File: config.mk
export PLATFORM = sky130hd
export DESIGN_NAME = stall_responder
export DESIGN_NICKNAME = d
export VERILOG_FILES = /design/src/rtl/stall_responder_pkg.sv /design/src/rtl/stall_responder_ifid.sv /design/src/rtl/stall_responder.sv
export SDC_FILE = /design/constraint.sdc
export NUM_CORES = 1
export LEC_CHECK = 0
export ABC_CLOCK_PERIOD_IN_PS = 2990
export BUFFER_PORTS_ARGS = -buffer_cell sky130_fd_sc_hd__buf_4
export CAP_MARGIN = 20
export CORE_ASPECT_RATIO = 2
export CORE_UTILIZATION = 35
export CTS_BUF_LIST = sky130_fd_sc_hd__clkbuf_8 sky130_fd_sc_hd__clkbuf_16
export DETAILED_ROUTE_END_ITERATION = 8
export PLACE_DENSITY = 0.65
export SLEW_MARGIN = 20
export SYNTH_ARGS = -nofsm -noshare
export SYNTH_HDL_FRONTEND = slang
export SYNTH_SLANG_ARGS = --single-unit
File: constraint.sdc
create_clock -name clk -period 2.99 [get_ports clk]
set_input_delay 0.299 -clock clk [delete_from_list [all_inputs] [get_ports clk]]
set_output_delay 0.299 -clock clk [all_outputs]
set_load 0.005 [all_outputs]
File: src/rtl/stall_responder_pkg.sv
// Shared definitions for the stall responder: FSM state encoding and
// default instruction constants (NOP filler and HALT opcode).
package stall_responder_pkg;

  typedef enum logic [1:0] {
    ST_RUN   = 2'd0,
    ST_STALL = 2'd1,
    ST_FWAIT = 2'd2,
    ST_HALT  = 2'd3
  } state_t;

  localparam logic [15:0] NOP_INSTR_DEF = 16'h0800;
  localparam logic [4:0]  HALT_OP_DEF   = 5'b00000;

  // True when the opcode field [15:11] of a 16-bit instruction is the HALT opcode.
  function automatic logic is_halt_op(input logic [15:0] instr, input logic [4:0] op);
    return (instr[15:11] == op);
  endfunction

endpackage

File: src/rtl/stall_responder_ifid.sv
// IF/ID pipeline register: instruction, PC+2 and valid flag.
// kill has priority over load; with neither asserted the register holds.
module ifid_reg
  import stall_responder_pkg::*;
#(
  parameter int          W   = 16,
  parameter logic [15:0] NOP = NOP_INSTR_DEF
) (
  input  logic         clk,
  input  logic         rst,
  input  logic         load,
  input  logic         kill,
  input  logic [W-1:0] instr_d,
  input  logic [W-1:0] pc2_d,
  output logic [W-1:0] instr,
  output logic [W-1:0] pc2,
  output logic         valid
);

  // Reset / kill / load / hold of the three IF/ID fields.
  always_ff @(posedge clk) begin
    if (rst) begin
      instr <= W'(NOP);
      pc2   <= '0;
      valid <= 1'b0;
    end else if (kill) begin
      instr <= W'(NOP);
      pc2   <= '0;
      valid <= 1'b0;
    end else if (load) begin
      instr <= instr_d;
      pc2   <= pc2_d;
      valid <= 1'b1;
    end
  end

endmodule

File: src/rtl/stall_responder.sv
// Hazard-stall consumer: owns IF/ID, drives PC write enable and the ID/EX
// bubble select, tracks the HALT freeze and a stall watchdog.
// Optional perf counters are built when STALL_PERF_CNT_EN is defined;
// otherwise stall_cnt/flush_cnt are tied to zero.
//
// Handshake: imem_ready qualifies instr_in/pc2_in in the same cycle; a fetch
// is consumed (IF/ID loads, PC advances) only on a cycle with imem_ready=1
// and no flush, stall or HALT. pc_wr_en and idex_bubble are combinational.
module stall_responder
  import stall_responder_pkg::*;
#(
  parameter int                 INSTR_W   = 16,
  parameter logic [INSTR_W-1:0] NOP_INSTR = NOP_INSTR_DEF,
  parameter logic [4:0]         HALT_OP   = HALT_OP_DEF,
  parameter int                 WDOG_MAX  = 255,
  parameter int                 CNT_W     = 16
) (
  input  logic               clk,
  input  logic               rst,
  input  logic               stall_in,
  input  logic               flush_in,
  input  logic               imem_ready,
  input  logic [INSTR_W-1:0] instr_in,
  input  logic [INSTR_W-1:0] pc2_in,
  output logic               pc_wr_en,
  output logic               idex_bubble,
  output logic [INSTR_W-1:0] ifid_instr,
  output logic [INSTR_W-1:0] ifid_pc2,
  output logic               ifid_valid,
  output logic               halted,
  output logic               err_wdog,
  output logic [CNT_W-1:0]   stall_cnt,
  output logic [CNT_W-1:0]   flush_cnt
);

  localparam logic [7:0] WDOG_LIM = 8'(WDOG_MAX);

  state_t     state, state_nxt;
  logic       ifid_load, ifid_kill;
  logic       wdog_inc;
  logic [7:0] wdog_cnt, wdog_nxt;

  // FSM state register.
  always_ff @(posedge clk) begin
    if (rst) state <= ST_RUN;
    else     state <= state_nxt;
  end

  // Next state and control outputs; priority rst > flush > HALT freeze > stall > fetch wait.
  // The watchdog counts only stall cycles that actually hold the pipe;
  // every other cycle breaks the run and clears it.
  always_comb begin
    pc_wr_en    = 1'b0;
    idex_bubble = 1'b0;
    ifid_load   = 1'b0;
    ifid_kill   = 1'b0;
    wdog_inc    = 1'b0;
    state_nxt   = state;
    if (rst) begin
      idex_bubble = 1'b1;
      state_nxt   = ST_RUN;
    end else if (flush_in) begin
      pc_wr_en    = 1'b1;
      idex_bubble = 1'b1;
      ifid_kill   = 1'b1;
      state_nxt   = ST_RUN;
    end else if (state == ST_HALT) begin
      state_nxt   = ST_HALT;
    end else if (stall_in) begin
      idex_bubble = 1'b1;
      wdog_inc    = 1'b1;
      state_nxt   = ST_STALL;
    end else if (!imem_ready) begin
      ifid_kill   = 1'b1;
      state_nxt   = ST_FWAIT;
    end else begin
      pc_wr_en    = 1'b1;
      ifid_load   = 1'b1;
      state_nxt   = is_halt_op(16'(instr_in), HALT_OP) ? ST_HALT : ST_RUN;
    end
  end

  assign halted = (state == ST_HALT);

  // Saturating watchdog count value for the next edge.
  always_comb begin
    wdog_nxt = 8'd0;
    if (wdog_inc) wdog_nxt = (wdog_cnt == WDOG_LIM) ? wdog_cnt : wdog_cnt + 8'd1;
  end

  // Watchdog counter and sticky error; error sets on the edge the count reaches the limit.
  always_ff @(posedge clk) begin
    if (rst) begin
      wdog_cnt <= 8'd0;
      err_wdog <= 1'b0;
    end else begin
      wdog_cnt <= wdog_nxt;
      if (wdog_inc && wdog_nxt == WDOG_LIM) err_wdog <= 1'b1;
    end
  end

  ifid_reg #(
    .W   (INSTR_W),
    .NOP (16'(NOP_INSTR))
  ) u_ifid (
    .clk     (clk),
    .rst     (rst),
    .load    (ifid_load),
    .kill    (ifid_kill),
    .instr_d (instr_in),
    .pc2_d   (pc2_in),
    .instr   (ifid_instr),
    .pc2     (ifid_pc2),
    .valid   (ifid_valid)
  );

`ifdef STALL_PERF_CNT_EN
  logic [CNT_W-1:0] stall_q, flush_q;

  // Perf counters: stall and flush input cycles outside HALT, wrapping.
  always_ff @(posedge clk) begin
    if (rst) begin
      stall_q <= '0;
      flush_q <= '0;
    end else if (state != ST_HALT) begin
      if (stall_in) stall_q <= stall_q + 1'b1;
      if (flush_in) flush_q <= flush_q + 1'b1;
    end
  end

  assign stall_cnt = stall_q;
  assign flush_cnt = flush_q;
`else
  assign stall_cnt = '0;
  assign flush_cnt = '0;
`endif

endmodule

==> summary.md, run 1 <==
| Metric | Value |
|---|---|
| Area delta synth->final | 28.7% |
| Max Root-Sink Buffers | 2 |
| PD cells | 479 nW/um^2 |
| Fin crit share | between 60% and 70% |
| R2r setup slk | between 1 and 1.5 ns |
| CTS tree | built |
| Pin count of the biggest net entering global routing | 37 |
| Final Skew | between 0.002 and 0.003 ns |
| PortBufs | 73 |
| Final Hold Fails | 0 |
| Crit path max fanout | 5 |
| Clock Pin Slew Worst Setup and Hold Paths | around 0.080 ns |
| DRC | 0 |
| Starting density of the core | 36.5% |
| FF-to-FF Start | wdog_cnt[0] |
| Routed len/inst | 13.4 microns |
| Max Clk Rate | 549 MHz |
| Core footprint | 5420 sq um |
| Gpl congestion | a little over 0.8 |
| Ys flop type | dfxtp_1 |
| Mean area per synthesized cell | slightly below 8 sq um |
| Clk network pwr share | 40.5% |
| Die X | 55.2 microns |
| Detailed Place HPWL | 3590 microns |
| Detail Route Antenna Nets | 0 |
| Class of the worst hold path | primary input to register |
| Critical path class | register to register |
| Stages on worst setup path | 6 |
| H-tree levels | 2 |
| Total GRT Usage | between 10% and 20% |
| Post-synth EDFFs | 0 |
| Critical path, cell by cell | ha_1, nand3_1, or3_1, a31oi_1, o2111ai_1, o21ai_1 |
| Nets | between 300 and 400 |
| RR Endpoint | err_wdog |
| Initial antenna violation count | 0 |
| Required time worst endpoint | 3.22 ns |
| Hold buffers post-CTS | 0 |
| Delay of the slowest critical-path stage | 0.46 ns |
| Max-Cap Viols | 0 |
| Sequential fraction of design power | about half |
| CP Launch Type | register |
| Critical-path top delay cell | or3_1 |
| Placed Instance Area | 2420 sq um |
| CTS resizes | 0 |
| Final Power | about 1.2 mW |
| Synth Cell Area | 1980 sq um |
| Worst VDD drop | 0.296 mV |
| Switching pwr | 0.273 mW |
| Pre-Repair DR Iteration Count | 4 |
| FFs w/ async S/R, synth | 0% |
| Iteration-0 DRC Markers | 56 |
| ANT cells | 0 |
| Final wirelength | 5000 microns |
| Die height | 108 microns |
| Final setup fails | 0 |
| Vias in the first global route | 1619 |
| Logic pwr share | 10.1% |
| Top cells by count, synth | dfxtp_1, nand2_1, nand3_1 |
| Most frequent cell after synthesis | dfxtp_1 |
| Arr. time, crit path | 2.05 ns |
| Setup ws final | 1.17 ns |
| Worst Setup SP | wdog_cnt[0] |
| Number of setup buffers added after CTS | 0 |
| Rows | 38 |
| CTS Buf Count | 5 |
| CP Capture Point | err_wdog |
| Fraction of layout cells with a size suffix above 1 | 27.7% |
| Status | finished, final reports clean |
| Synth warn | 0 |
| Area leader, netlist | dfxtp_1 |
| Cell Int Power | 0.948 mW |
| Critical path's top delay family | simple AND/OR/NAND/NOR gates |
| Worst slew pin tran | 0.669 ns |
| IO Pins | 106 |
| Unrepaired setup endpoints after global routing | false |
| Die area | approximately 6000 sq um |
| Setup tns final | 0 ns |
| Share of the synthesized area in the top cell type | 44.5% |
| Synth area leaders | dfxtp_1, buf_4, nand3_1, a21oi_1, nand2_1 |
| Worst r2r path cells | 6 |
| Routed vias | 1828 |
| Min Clock Period, post-route | 1.82 ns |
| Setup slack after placement | 1.22 ns |
| Cell count after synthesis | 249 |
| Yosys cell types | 31 |
| Final core occ | a little under half |
| CTS root buf | clkbuf_8 |
| Worst-Skew Late Latency | 0.29 ns |
| Relative slew slack | between 50% and 60% |
| First-pass GRT wire length | 7740 microns |
| Final Max Slew Viols | 0 |
| Vias per cell | 4.89 |
| Global route overflow | 0 |
| Register area share after synthesis | between 40% and 50% |
| Switching part of the total | 22.3% |
| WP buf/inv | 0 |
| CTS sink cnt | 44 |
| Flops & latches, synth | 44 |
| Crit. End Element | register |
| Leakage | approximately 1.1 nW |
| Final instance area | 2550 sq um |
kinds of logic after synthesis:
kind of cell	after synthesis	synth area share, %
AOI/OAI and AO/OA	47	12.7
xor gates and xnor gates	3	1.33
adders and majority gates	1	0.632
buffers and inverters	53	16.8
DFF	44	44.5
muxes	1	0.506
other	1	0.190
and+or+nand+nor	99	23.4
final cells by class:
class                      count  area [sq um]
clock inverter                 1          30.0
fill                         575          2870
clock buffer                   7          96.3
tap                           60          75.1
multi-input combinational    183           886
inverter                       4          15.0
sequential                    44           881
timing repair buffer          75           563
metrics by stage:
stage | std cells | hold WS, ns
after floorplan | 280 | 0.385
after global placement | 366 | 0.440
after detailed placement | 366 | 0.444
after CTS | 374 | 0.185
after global routing | 374 | 0.198
final | 374 | 0.191
worst min path at each step:
stage | endpoint | cells after the start | start | slack, ns
global route | err_wdog | 2 | rst | 0.20
floorplan | err_wdog | 1 | rst | 0.38
detailed placement | u_ifid.instr[9] | 2 | u_ifid.instr[9] | 0.44
finish | err_wdog | 2 | rst | 0.19
global placement | u_ifid.instr[15] | 2 | u_ifid.instr[15] | 0.44
CTS | err_wdog | 2 | rst | 0.19
per-layer routing:
layer	GRT usage (%)	part of all wire, %	wire length (microns)
met5	0	0	0
met1	21.3	39	1930
met3	3.23	5.0	249
met2	29.4	53	2660
met4	9.11	3.2	161
placed cells by master (no fill, tap or decap), types with 2 or more instances in the layout:
master      n
o2111ai_1   2
buf_4      75
a31oi_1     3
dfxtp_1    44
conb_1     32
inv_1       4
nand3_1    37
o21ai_0     4
nor2_1      8
nand2_1    39
clkbuf_8    7
a21oi_1    35
and3_1      2
xnor2_1     3
nor3_1      2
nor4_1      2
sequential cells by signal, summed over array words and instances (netlist names):
register	count
state	2
err_wdog	1
u_ifid.instr	16
u_ifid.valid	1
wdog_cnt	8
u_ifid.pc2	16
power groups by stage:
stage	registers [mW]	logic, mW	clock network, mW
2_1_floorplan	0.616	0.0861	0
3_3_place_gp	0.616	0.123	0
3_5_place_dp	0.616	0.124	0
4_1_cts	0.603	0.124	0.509
5_1_grt	0.604	0.140	0.536
6_report	0.603	0.124	0.494
Note: power is estimated with default switching activity, not from simulation.
==> run 2, diff against run 1 <==
ABC_CLOCK_PERIOD_IN_PS = 1600   (was 2990)
PLACE_DENSITY = 0.68   (was 0.65)
clock period = 1.6 ns   (was 2.99 ns; I/O delays follow)
==> summary.md, run 2 (same netlist as run 1, synthesis figures left out) <==
| Metric | Value |
|---|---|
| Detail Route Antenna Nets | 0 (unchanged) |
| Rows | 38 (unchanged) |
| Hold path endpoint | err_wdog |
| Most common cell after layout, fill and taps aside | buf_4 |
| Worst slew pin tran | 0.669 ns (-0.000388 ns) |
| Max-Cap Viols | 0 (unchanged) |
| Die height | 108 microns (unchanged) |
| Initial antenna violation count | 0 (unchanged) |
| PD cells | 864 nW/um^2 (+80%) |
| Final setup fails | 0 (unchanged) |
| Starting density of the core | 36.5% (unchanged) |
| Detailed Place HPWL | 3460 microns (-3.8%) |
| Crit. End Element | register |
| FF-to-FF Start | wdog_cnt[1] |
| Final wirelength | 4790 microns (-4.1%) |
| Met2 WL | 2760 microns (+3.6%) |
| CTS tree | built |
| Global route overflow | 0 (unchanged) |
| Worst Hold Path Cells | 2 (unchanged) |
| Total GRT Usage | 17.3% (-0.71 points) |
| R2r setup slk | 0.12 ns (-1.05 ns) |
| Pin count of the biggest net entering global routing | 37 (unchanged) |
| Die area | 5970 sq um (unchanged) |
| Vias per cell | 4.95 (+1.2%) |
| Routed vias | 1875 (+2.6%) |
| Switching part of the total | 22.0% (-0.32 points) |
| Sequential fraction of design power | 49.2% (-0.2 points) |
| Gpl congestion | 0.770 (-6.5%) |
| M1 WL | 1720 microns (-11%) |
| Logic pwr share | 10.7% (+0.6 points) |
| Worst VDD drop | 0.734 mV (+150%) |
| RR Endpoint | wdog_cnt[1] |
| PortBufs | 73 (unchanged) |
| Final Power | 2.28 mW (+87%) |
| Final Hold Slack | 0.0597 ns (-0.131 ns) |
| Area delta synth->final | 33.6% |
| CTS Buf Count | 5 (unchanged) |
| Fin crit share | 92.6% (+32 points) |
| Worst Setup SP | wdog_cnt[1] |
| Min-delay src | rst |
| Class of the worst hold path | primary input to register |
| Final Max Slew Viols | 0 (unchanged) |
| Core footprint | 5420 sq um (unchanged) |
| Iteration-0 DRC Markers | 64 (+14%) |
| WL met3 | 209 microns (-16%) |
| Status | finished, final reports clean |
| Fraction of layout cells with a size suffix above 1 | 31.7% (+4.0 points) |
| IO Pins | 106 (unchanged) |
| Max Used Layer | met4 |
| First-pass GRT wire length | 7450 microns (-3.8%) |
| CTS sink cnt | 44 (unchanged) |
| Vias in the first global route | 1647 (+1.7%) |
| Required time worst endpoint | 1.78 ns (-1.44 ns) |
| Final Skew | 0.00547 ns (+0.00267 ns) |
| CP Launch Type | register |
| DRC | 0 (unchanged) |
| Pre-Repair DR Iteration Count | 4 (unchanged) |
| Relative slew slack | 55.4% (about the same) |
| Critical path class | register to register |
| Cell Int Power | 1.78 mW (+88%) |
| H-tree levels | 2 (unchanged) |
| Most frequent cells in the layout | buf_4, dfxtp_1, nand2_1, nand3_1, a21oi_1 |
| Number of setup buffers added after CTS | 0 (unchanged) |
| Nets | 356 (+1.4%) |
| Top flop regs | u_ifid.instr (16), u_ifid.pc2 (16), wdog_cnt (8) |
| ANT cells | 0 (unchanged) |
| Leakage | 1.11 nW (+2.8%) |
| Worst r2r path cells | 6 (unchanged) |
| Min Clock Period, post-route | 1.48 ns (-0.341 ns) |
| CTS root buf | clkbuf_8 |
| Die X | 55.2 microns (unchanged) |
| Clk network pwr share | 40.1% (-0.4 points) |
| Worst-Skew Late Latency | 0.28 ns (about the same) |
| Arr. time, crit path | 1.67 ns (-0.38 ns) |
| Switching pwr | 0.503 mW (+84%) |
| Routed len/inst | 12.6 microns (-5.4%) |
| Max Root-Sink Buffers | 2 (unchanged) |
| Max Clk Rate | 675 MHz (+23%) |
| Final Hold Fails | 0 (unchanged) |
| Crit path max fanout | 5 (unchanged) |
| Clock Pin Slew Worst Setup and Hold Paths | 0.08 ns (about the same) |
[run 2: through the flow]
step	worst slack [ns]	util (%)	instances	setup TNS (ns)	cell area, sq um
after detailed placement	-0.0383	45.6	371	-0.0383	2470
after global routing	-0.0114	48.8	379	-0.0114	2640
after floorplan	0.00619	-	280	0	2100
after CTS	0.0176	48.3	379	0	2620
final	0.118	48.8	379	0	2640
after global placement	0.0487	45.6	371	0	2470
[run 2: cell type report]
cell class,instances,area [sq um]
multi-input combinational,183,927
timing repair buffer,80,613
sequential,44,886
clock buffer,7,96.3
tap,60,75.1
fill,558,2780
inverter,4,15.0
clock inverter,1,30.0
[run 2: worst max-delay path, stage by stage, from the launching register on]
cell     delay (ns)
dfxtp_4        0.37
ha_4           0.16
nand3_1        0.10
or3_4          0.39
buf_4          0.16
mux2i_1        0.14
nor2_1         0.05
[run 2: power by group through the flow]
stage	registers [mW]	logic [mW]	clock network, mW
final	1.12	0.245	0.915
after global routing	1.13	0.275	0.983
after CTS	1.13	0.247	0.944
after detailed placement	1.15	0.245	0
after global placement	1.15	0.244	0
after floorplan	1.15	0.161	0
[run 2: layer usage]
layer | track usage [%] | up-vias
li1 | - | 915
met2 | 31.3 | 77
met3 | 3.80 | 8
met4 | 8.39 | 0
met5 | 0 | -
met1 | 17.1 | 875
[run 2: how the worst max path moves through the flow]
| stage | end | cells after the start |
|---|---|---|
| after detailed placement | err_wdog | 6 |
| after CTS | err_wdog | 6 |
| final | wdog_cnt[1] | 6 |
| after global routing | err_wdog | 6 |
| after floorplan | err_wdog | 7 |
| after global placement | err_wdog | 6 |
[run 2: repair_timing]
item | 4_1_cts | 5_1_grt
resized for setup | 3 | 7
pin swaps | 0 | 2
hold buffers | 0 | 0
endpoints found under the setup margin | 1 | 3
==> run 3, diff against run 2 <==
ABC_CLOCK_PERIOD_IN_PS = 1500   (was 1600)
CORE_UTILIZATION = 44   (was 35)
PLACE_DENSITY = 0.79   (was 0.68)
clock period = 1.5 ns   (was 1.6 ns; I/O delays follow)
==> summary.md, run 3 (same netlist as run 1, synthesis figures left out) <==
| Metric | Value |
|---|---|
| Total GRT Usage | 19.9% (+2.7 points) |
| Core footprint | 4340 sq um (-20%) |
| H-tree levels | 2 (unchanged) |
| Top flop regs | u_ifid.instr (16), u_ifid.pc2 (16), wdog_cnt (8) |
| CTS root buf | clkbuf_8 |
| Max Clk Rate | 682 MHz (+1.1%) |
| Critical path class | register to register |
| Pin count of the biggest net entering global routing | 37 (unchanged) |
| Setup ws final | 0.0338 ns (-0.0843 ns) |
| Routed vias | 1900 (+1.3%) |
| Crit. End Element | register |
| Worst VDD drop | 0.702 mV (-4.4%) |
| Die area | 4780 sq um (-20%) |
| Final core occ | 61.6% (+13 points) |
| Nets | 363 (+2.0%) |
| Final setup fails | 0 (unchanged) |
| Final instance area | 2670 sq um (+1.1%) |
| PD cells | 822 nW/um^2 (-4.8%) |
| Most common cell after layout, fill and taps aside | buf_4 |
| Leakage | 1.13 nW (+1.9%) |
| Worst slew pin tran | 0.640 ns (-0.0292 ns) |
| Iteration-0 DRC Markers | 43 (-33%) |
| Pre-Repair DR Iteration Count | 4 (unchanged) |
| Worst-Skew Late Latency | 0.29 ns (about the same) |
| Final Max Slew Viols | 0 (unchanged) |
| First-pass GRT wire length | 7510 microns (+0.93%) |
| Die X | 49.4 microns (-10%) |
| Detailed Place HPWL | 3300 microns (-4.4%) |
| Final wirelength | 4830 microns (+0.88%) |
| Fin crit share | 97.7% (+5.1 points) |
| Detail Route Antenna Nets | 0 (unchanged) |
| Required time worst endpoint | 1.73 ns (-0.05 ns) |
| Fraction of layout cells with a size suffix above 1 | 33.4% (+1.8 points) |
| Vias per cell | 5.00 (+1.1%) |
| Relative slew slack | 57.4% (+1.9 points) |
| Starting density of the core | 45.6% (+9.1 points) |
| CTS Buf Count | 5 (unchanged) |
| Placed Instance Area | 2480 sq um (+0.30%) |
| Status | finished, final reports clean |
| Rows | 34 (-11%) |
| Class of the worst hold path | primary input to register |
| Fillers | 386 (-31%) |
| Routed len/inst | 12.7 microns (+0.61%) |
| Final Skew | 0.00686 ns (+0.00139 ns) |
| CP Launch Type | register |
| Most frequent cells in the layout | buf_4, dfxtp_1, nand2_1, nand3_1, a21oi_1 |
| Initial antenna violation count | 0 (unchanged) |
| PortBufs | 73 (unchanged) |
| Max-Cap Viols | 0 (unchanged) |
| CTS tree | built |
| Clock Pin Slew Worst Setup and Hold Paths | 0.08 ns (about the same) |
| CTS sink cnt | 44 (unchanged) |
| Min Clock Period, post-route | 1.47 ns (-0.0157 ns) |
| Gpl congestion | 0.914 (+19%) |
| Hold buffers post-CTS | 0 (unchanged) |
| Arr. time, crit path | 1.70 ns (+0.03 ns) |
| Unrepaired setup endpoints after global routing | true |
| Crit path max fanout | 5 (unchanged) |
| Setup slack after placement | -0.0218 ns (+0.0165 ns) |
| DRC | 0 (unchanged) |
| Final Hold Fails | 0 (unchanged) |
| Global route overflow | 0 (unchanged) |
| Die height | 96.8 microns (-11%) |
| Area delta synth->final | 35.0% |
| ANT cells | 0 (unchanged) |
| Vias in the first global route | 1702 (+3.3%) |
| IO Pins | 106 (unchanged) |
| Max Root-Sink Buffers | 2 (unchanged) |
[run 3: layout make-up]
class	count	area, sq um	area share, %
clock buffer	6	82.6	3.09
clock inverter	2	7.51	0.281
inverter	4	15.0	0.562
multi-input combinational	183	956	35.8
sequential	44	890	33.3
tap	54	67.6	2.53
timing repair buffer	87	653	24.4
[run 3: report_power, final]
part	internal (mW)	total [mW]	leakage, nW	switching, mW
clock	0.362	0.738	0.0538	0.376
combinational	0.123	0.259	0.720	0.136
sequential	1.19	1.20	0.358	0.0132
[run 3: per-stage QoR]
stage	total power, mW	setup TNS (ns)	hold WS (ns)	std cells
after global routing	2.31	-0.142	0.0319	380
after global placement	1.48	0	0.347	367
final	2.20	0	0.0453	380
after floorplan	1.40	-0.00395	0.236	280
after detailed placement	1.48	-0.0218	0.353	367
after CTS	2.22	0	0.0363	379
[run 3: worst max-delay path, stage by stage (launching register included)]
cell	delay, ns
dfxtp_4	0.36
ha_4	0.17
and3_2	0.25
xnor2_1	0.15
nor3_1	0.26
o2111ai_2	0.13
o21ai_1	0.09
[run 3: path summary, 6_finish.rpt]
path,startpoint,endpoint,slack [ns],cells past startpoint
max,wdog_cnt[0],err_wdog,0.03,6
min reg2reg,u_ifid.instr[12],u_ifid.instr[12],0.45,2
max reg2reg,wdog_cnt[0],err_wdog,0.03,6
min,rst,err_wdog,0.05,2
[run 3: repair_timing]
action / in CTS / in global routing
endpoints found under the setup margin: 1 / 5
resized for setup: 3 / 10
pin swaps: 3 / 5
gates cloned: 0 / 0
buffers inserted: 4 / 1
[run 3: layer usage]
metal  track usage [%]  wire, microns
met3              4.09            232
met1              19.9           1820
met5                 0              0
met2              37.9           2710
met4              8.13             76
